===== config.mk =====
export PLATFORM = sky130hd
export DESIGN_NAME = led_sequencer_flat
export DESIGN_NICKNAME = d
export VERILOG_FILES = /design/src/rtl/led_seq_pkg.sv /design/src/rtl/led_sequencer_if.sv /design/src/rtl/led_prescaler.sv /design/src/rtl/led_sequencer.sv /design/src/flat_wrapper.sv
export SDC_FILE = /design/constraint.sdc
export NUM_CORES = 1
export LEC_CHECK = 0
export BUFFER_PORTS_ARGS = -buffer_cell sky130_fd_sc_hd__buf_4
export CAP_MARGIN = 5
export CORE_ASPECT_RATIO = 1.75
export CORE_MARGIN = 2
export CORE_UTILIZATION = 45
export DETAILED_ROUTE_END_ITERATION = 10
export GPL_ROUTABILITY_DRIVEN = 1
export PLACE_DENSITY = 0.71
export SYNTH_ARGS = -nofsm -noshare
export SYNTH_HDL_FRONTEND = slang
export SYNTH_SLANG_ARGS = --single-unit
export TNS_END_PERCENT = 20

===== constraint.sdc =====
create_clock -name clock_rtl -period 4.1 [get_ports clock_rtl]
set_input_delay 0.205 -clock clock_rtl [delete_from_list [all_inputs] [get_ports clock_rtl]]
set_output_delay 0.205 -clock clock_rtl [all_outputs]
set_load 0.02 [all_outputs]

===== src/rtl/led_seq_pkg.sv =====
// led_seq_pkg: shared types and constants for the LED sequencer.
// Optional feature macro: LED_SEQ_PWM_EN (PWM dimming stage).
package led_seq_pkg;

  // Pattern modes; the encoding matches the 2-bit mode request input.
  typedef enum logic [1:0] {
    MODE_COUNT  = 2'd0,
    MODE_ROTATE = 2'd1,
    MODE_BOUNCE = 2'd2,
    MODE_BLINK  = 2'd3
  } led_mode_t;

  // Travel direction of the lit bit in BOUNCE mode.
  typedef enum logic {
    DIR_LEFT  = 1'b0,
    DIR_RIGHT = 1'b1
  } dir_t;

  // Width of the free-running PWM counter and of the brightness input.
  localparam int PWM_W = 4;

endpackage


===== src/rtl/led_sequencer_if.sv =====
// led_sequencer_if: control inputs, LED outputs and debug state of the
// LED sequencer. The brightness signal exists only with LED_SEQ_PWM_EN.
//
// Transfer semantics: there is no valid/ready pair. div_load is a
// single-cycle strobe; div_value is captured on the rising edge where
// div_load is high and ignored otherwise. enable and mode are levels,
// and mode is only looked at on divider wrap edges. tick is a one-cycle
// pulse marking the first cycle that led shows a new pattern.
interface led_sequencer_if
  import led_seq_pkg::*;
#(
  parameter int LED_W = 16,
  parameter int DIV_W = 24
) ();

  logic             enable;
  logic [1:0]       mode;
  logic             div_load;
  logic [DIV_W-1:0] div_value;
`ifdef LED_SEQ_PWM_EN
  logic [PWM_W-1:0] brightness;
`endif
  logic [LED_W-1:0] led;
  logic             tick;
  // Debug view of the pattern state machine.
  led_mode_t        dbg_mode;
  dir_t             dbg_dir;

`ifdef LED_SEQ_PWM_EN
  modport master (output enable, mode, div_load, div_value, brightness,
                  input  led, tick, dbg_mode, dbg_dir);
  modport slave  (input  enable, mode, div_load, div_value, brightness,
                  output led, tick, dbg_mode, dbg_dir);
`else
  modport master (output enable, mode, div_load, div_value,
                  input  led, tick, dbg_mode, dbg_dir);
  modport slave  (input  enable, mode, div_load, div_value,
                  output led, tick, dbg_mode, dbg_dir);
`endif

endinterface


===== src/rtl/led_prescaler.sv =====
// led_prescaler: programmable rate divider. Counts 0..D-1 while enabled
// (D = 0 behaves as 1) and raises wrap during the cycle whose rising edge
// is the wrap edge. A div_load strobe reloads D and restarts the count,
// suppressing any coincident wrap.
module led_prescaler #(
  parameter int               DIV_W     = 24,
  parameter logic [DIV_W-1:0] DIV_RESET = 24'd10_000_000
) (
  input  logic             clk,
  input  logic             rst_n,
  input  logic             enable,
  input  logic             div_load,
  input  logic [DIV_W-1:0] div_value,
  output logic             wrap
);

  localparam logic [DIV_W-1:0] ONE = DIV_W'(1);

  logic [DIV_W-1:0] div_q;
  logic [DIV_W-1:0] cnt_q;
  logic [DIV_W-1:0] last;
  logic             at_end;

  // Terminal count is D-1, with D = 0 clamped to 1 (terminal count 0).
  assign last   = (div_q == '0) ? '0 : (div_q - ONE);
  assign at_end = (cnt_q == last);
  assign wrap   = enable && !div_load && at_end;

  // Divider register and counter; a load restarts the period.
  always_ff @(posedge clk or negedge rst_n) begin
    if (!rst_n) begin
      div_q <= DIV_RESET;
      cnt_q <= '0;
    end else if (div_load) begin
      div_q <= div_value;
      cnt_q <= '0;
    end else if (enable) begin
      cnt_q <= at_end ? '0 : (cnt_q + ONE);
    end
  end

endmodule


===== src/rtl/led_sequencer.sv =====
// led_sequencer: LED pattern generator (COUNT / ROTATE / BOUNCE / BLINK)
// advancing once per prescaler period. With LED_SEQ_PWM_EN defined, a
// PWM stage gates the pattern by brightness and adds one cycle of delay
// to both led and tick.
module led_sequencer
  import led_seq_pkg::*;
#(
  parameter int               LED_W     = 16,
  parameter int               DIV_W     = 24,
  parameter logic [DIV_W-1:0] DIV_RESET = 24'd10_000_000
) (
  input  logic            clock_rtl,
  input  logic            reset_rtl_0_1,
  led_sequencer_if.slave  bus
);

  localparam logic [LED_W-1:0] LSB = LED_W'(1);

  logic             wrap;
  led_mode_t        mode_q, mode_d, mode_req;
  dir_t             dir_q, dir_d;
  logic [LED_W-1:0] pat_q, pat_d;
  logic             tick_q;

  led_prescaler #(
    .DIV_W     (DIV_W),
    .DIV_RESET (DIV_RESET)
  ) u_prescaler (
    .clk       (clock_rtl),
    .rst_n     (reset_rtl_0_1),
    .enable    (bus.enable),
    .div_load  (bus.div_load),
    .div_value (bus.div_value),
    .wrap      (wrap)
  );

  assign mode_req = led_mode_t'(bus.mode);

  // Next pattern: on a wrap either reseed for a new mode or advance.
  always_comb begin
    mode_d = mode_q;
    dir_d  = dir_q;
    pat_d  = pat_q;
    if (wrap) begin
      if (mode_req != mode_q) begin
        mode_d = mode_req;
        case (mode_req)
          MODE_COUNT:  pat_d = '0;
          MODE_ROTATE: pat_d = LSB;
          MODE_BOUNCE: begin
            pat_d = LSB;
            dir_d = DIR_LEFT;
          end
          default:     pat_d = '1;
        endcase
      end else begin
        case (mode_q)
          MODE_COUNT:  pat_d = pat_q + LSB;
          MODE_ROTATE: pat_d = (pat_q << 1) | (pat_q >> (LED_W - 1));
          MODE_BOUNCE: begin
            // A single LED has nowhere to move, so it stays lit.
            if (LED_W > 1) begin
              if (dir_q == DIR_LEFT) begin
                pat_d = pat_q << 1;
                if (pat_d[LED_W-1]) dir_d = DIR_RIGHT;
              end else begin
                pat_d = pat_q >> 1;
                if (pat_d[0]) dir_d = DIR_LEFT;
              end
            end
          end
          default:     pat_d = ~pat_q;
        endcase
      end
    end
  end

  // Pattern state register and update pulse.
  always_ff @(posedge clock_rtl or negedge reset_rtl_0_1) begin
    if (!reset_rtl_0_1) begin
      mode_q <= MODE_COUNT;
      dir_q  <= DIR_LEFT;
      pat_q  <= '0;
      tick_q <= 1'b0;
    end else begin
      mode_q <= mode_d;
      dir_q  <= dir_d;
      pat_q  <= pat_d;
      tick_q <= wrap;
    end
  end

  assign bus.dbg_mode = mode_q;
  assign bus.dbg_dir  = dir_q;

`ifdef LED_SEQ_PWM_EN
  logic [PWM_W-1:0] pwm_q;
  logic [LED_W-1:0] led_q;
  logic             tick_d_q;

  // PWM stage: free-running duty counter gating a registered copy of the pattern.
  always_ff @(posedge clock_rtl or negedge reset_rtl_0_1) begin
    if (!reset_rtl_0_1) begin
      pwm_q    <= '0;
      led_q    <= '0;
      tick_d_q <= 1'b0;
    end else begin
      pwm_q    <= pwm_q + 1'b1;
      led_q    <= pat_q & {LED_W{(pwm_q < bus.brightness)}};
      tick_d_q <= tick_q;
    end
  end

  assign bus.led  = led_q;
  assign bus.tick = tick_d_q;
`else
  assign bus.led  = pat_q;
  assign bus.tick = tick_q;
`endif

endmodule


===== src/flat_wrapper.sv =====
// flat-port wrapper written by rule: the top's interface ports become plain ports
module led_sequencer_flat import led_seq_pkg::*;
#(
  parameter int               LED_W     = 16,
  parameter int               DIV_W     = 24,
  parameter logic [DIV_W-1:0] DIV_RESET = 24'd10_000_000
)
  (clock_rtl, reset_rtl_0_1, bus_enable, bus_mode, bus_div_load, bus_div_value, bus_led, bus_tick, bus_dbg_mode, bus_dbg_dir);
  led_sequencer_if #(.LED_W(LED_W), .DIV_W(DIV_W)) bus_i ();
  input  logic clock_rtl;
  input  logic reset_rtl_0_1;
  input wire logic [$bits(bus_i.enable)-1:0] bus_enable;
  input wire logic [$bits(bus_i.mode)-1:0] bus_mode;
  input wire logic [$bits(bus_i.div_load)-1:0] bus_div_load;
  input wire logic [$bits(bus_i.div_value)-1:0] bus_div_value;
  output wire logic [$bits(bus_i.led)-1:0] bus_led;
  output wire logic [$bits(bus_i.tick)-1:0] bus_tick;
  output wire logic [$bits(bus_i.dbg_mode)-1:0] bus_dbg_mode;
  output wire logic [$bits(bus_i.dbg_dir)-1:0] bus_dbg_dir;
  assign bus_i.enable = bus_enable;
  assign bus_i.mode = bus_mode;
  assign bus_i.div_load = bus_div_load;
  assign bus_i.div_value = bus_div_value;
  assign bus_led = bus_i.led;
  assign bus_tick = bus_i.tick;
  assign bus_dbg_mode = bus_i.dbg_mode;
  assign bus_dbg_dir = bus_i.dbg_dir;
  led_sequencer #(.LED_W(LED_W), .DIV_W(DIV_W), .DIV_RESET(DIV_RESET)) u_core (.clock_rtl(clock_rtl), .reset_rtl_0_1(reset_rtl_0_1), .bus(bus_i));
endmodule

==> key figures <==
Clock network
  – H-tree depth: 3
  – Clk slew on worst S/H paths: about 0.06 ns
  – Worst-Skew Late Latency: 0.34 ns
  – CTS root buf: clkbuf_16
  – CTS max path bufs: 2
  – Sink Count: 68
  – Total CTS buffers: 9
  – CTS tree: built
  – Hold_buf cts: 0

Critical path
  – Worst Setup End Kind: register
  – Crit-path cells: inv_1, ha_2, or4b_4, or4_4, o21a_1, or3_1, a211oi_2, nand4b_1, a2111oi_2, and4b_1, buf_12, mux2_2
  – RR Startpoint: u_core.u_prescaler.div_q[0]
  – Worst R2R End: u_core.bus.led[11]
  – Worst reg2reg path depth: 12
  – Worst path arrival time: 4.12 ns
  – Kind of critical path: reg -> reg
  – CP max stage cell: or4b_4
  – CP delay by family, top: simple AND/OR/NAND/NOR gates
  – R2R Setup Slk: 0.20 ns
  – Critical path startpoint category: register
  – CP required: 4.32 ns
  – Max incr delay on CP: about 0.54 ns
  – Crit path buf inv count: 2
  – Worst-path maximum fanout: 19

STA
  – Final hold vios: 8
  – Setup TNS: 0 ns
  – RSZ-0062 raised after global routing: no
  – Post-route clock period utilization: 0.9515
  – Final Slew Violations: 0
  – Least-Margin Pin Slew: roughly 0.91 ns
  – Fmax: about 260 MHz
  – Hold slack: -0.01489 ns
  – Final worst path period need: 3.901 ns
  – # setup viols final: 0
  – Slew margin rel.: 0.3928
  – Clock Skews: between 0.009 and 0.01 ns

Synthesis
  – Post-Synthesis Cells: 601
  – Mapped Avg Cell Area: 8.835 µm²
  – EDFF count, synth: 0
  – Yosys reg bits: 68
  – Seq/Total Area, Yosys: 0.3223
  – Synthesized area: 5310 µm²
  – Syn nets: 634
  – Most used flip-flop cell after synthesis: dfrtp_1
  – Ys async rst share: 1.000
  – Yosys warnings: 0
  – Synth cell types: 68

Layout
  – N_diodes: 0
  – Non-filler cells, final: 764
  – Design Area, Final: 6075 µm²
  – Area growth, synth to finish: 14.40%
  – Layout Nets: 657
  – Share of layout cells above drive strength 1: 0.2258
  – Final core occ: 0.5275
  – Filler cells: about 1,100
  – Commonest non-fill, non-tap cell in the layout: dfrtp_1
  – Most frequent cells in the layout: 60 x dfrtp_1, 59 x buf_4, 44 x nand2_1

Route
  – 1st-pass router iterations: 7
  – Vias: ~5,000
  – Drc violations: 0
  – Drt wl/cell: 19.18 µm
  – ANT nets after route: 0
  – Starting DRT DRC Count: roughly 300
  – WL final: 14,650 µm
  – DR vias/cell: 6.402

Placed design
  – GPL Wtd Cong: 0.9267
  – Placed Cells: between 700 and 800
  – Final HPWL DP: 10,520 µm
  – Port bufs: 49
  – Post-DP Area: 5729 µm²

Global routing
  – Total GRT Usage: 0.2329
  – Global-route wire length before repair: roughly 24,000 µm
  – Vias in the first global route: approximately 4,900
  – Global route overflow: 0
  – Largest net degree at the start of global routing: 69
  – Initial antenna violation count: 0

Floorplanning
  – Die Width: about 86 µm
  – Die area: 12,720 µm²
  – Core Region: 11,520 µm²
  – Rows: 52
  – I/O pin total: 50
  – Die height: about 150 µm
  – Starting Density: 0.4611

Status
  – Violated checks: negative hold slack
  – Status: complete, but fails checks

Power and ir drop
  – Peak supply drop: 0.1912 mV
  – PD cells: a little over 300 nW/µm²
  – Leakage: roughly 2.4 nW

Flow run
  – Max-cap violations: 0

Min path
  – Hold Path Class: in -> async
## synthesized netlist by cell type, types with 8 or more instances
cell	instances	area share
nor2_1	34	0.024
xor2_1	21	0.035
inv_1	16	0.011
dfstp_2	8	0.040
xnor2_1	29	0.048
mux2_4	8	0.023
mux2i_1	13	0.025
clkbuf_1	38	0.027
a21oi_1	16	0.015
nor4_1	14	0.016
nand4_1	12	0.014
nor3_1	29	0.027
and3_1	13	0.015
dfrtp_1	60	0.28
mux2_2	30	0.064
o21ai_0	39	0.037
and2_1	12	0.014
or3_1	21	0.025
nand3_1	21	0.020
nand2_1	45	0.032
## metrics by stage
step | setup WS (ns) | power (mW) | hold WS, ns
4_1_cts | 0.1074 | 1.871 | 0.01497
2_1_floorplan | 0.2331 | 0.8905 | -0.09059
3_5_place_dp | 0.1219 | 0.9740 | 0.3796
3_3_place_gp | 0.2249 | 0.9662 | 0.3652
6_report | 0.1990 | 1.866 | -0.01489
5_1_grt | 0.01173 | 1.926 | 0.06261
## routing by layer
layer | vias to the layer above | GRT usage | part of all wire
met5 | - | 0 | 0
met4 | 0 | 0.1175 | 0.040
met3 | 52 | 0.03629 | 0.044
met2 | 186 | 0.4295 | 0.54
met1 | 2398 | 0.2495 | 0.38
li1 | 2255 | - | -
## what timing repair did
item | CTS | global route
setup endpoints to repair | 0 | 18
resized for setup | 0 | 2
buffers inserted | 0 | 0
## cell type report
| cell class | instances | area (µm²) | share of cell area |
|---|---|---|---|
| Sequential cell | 68 | 1712 | 0.2818 |
| Clock buffer | 9 | 225.2 | 0.03708 |
| Timing Repair Buffer | 61 | 483.0 | 0.07951 |
| Tap cell | 135 | 168.9 | 0.02781 |
| Multi-Input combinational cell | 468 | 3311 | 0.5450 |
| Clock inverter | 7 | 115.1 | 0.01895 |
| Inverter | 16 | 60.06 | 0.009887 |
## worst max-delay path by stage
stage / startpoint / end / cells past startpoint / slack [ns]
floorplan: u_core.u_prescaler.div_q[0] / u_core.bus.dbg_mode[0] / 15 / 0.23
global placement: u_core.u_prescaler.div_q[0] / u_core.bus.led[11] / 12 / 0.22
detailed placement: u_core.u_prescaler.div_q[0] / u_core.bus.led[13] / 12 / 0.12
CTS: u_core.u_prescaler.div_q[0] / u_core.bus.led[11] / 12 / 0.11
global route: u_core.u_prescaler.div_q[0] / u_core.bus.led[14] / 12 / 0.01
finish: u_core.u_prescaler.div_q[0] / u_core.bus.led[11] / 12 / 0.20
## logic make-up after synthesis
group | count (synthesis) | share of synthesized area
flops | 68 | 0.3223
fa+ha+maj | 3 | 0.007070
xor+xnor | 51 | 0.08695
simple gates | 244 | 0.2526
buf+inv | 65 | 0.05514
compound gates | 114 | 0.1440
mux | 56 | 0.1320
## registers in the layout, indices dropped and copies added, names as in the netlist
name	cells
u_core.bus.dbg_mode	2
u_core.bus.led	16
u_core.bus.dbg_dir	1
u_core.u_prescaler.div_q	24
u_core.bus.tick	1
u_core.u_prescaler.cnt_q	24
## power breakdown
part           leakage [nW]  internal [mW]  switching, mW
Sequential            0.881          0.703         0.0463
Combinational          1.36          0.100          0.117
Clock                 0.161          0.592          0.307
Note: power is estimated with default switching activity, not from simulation.
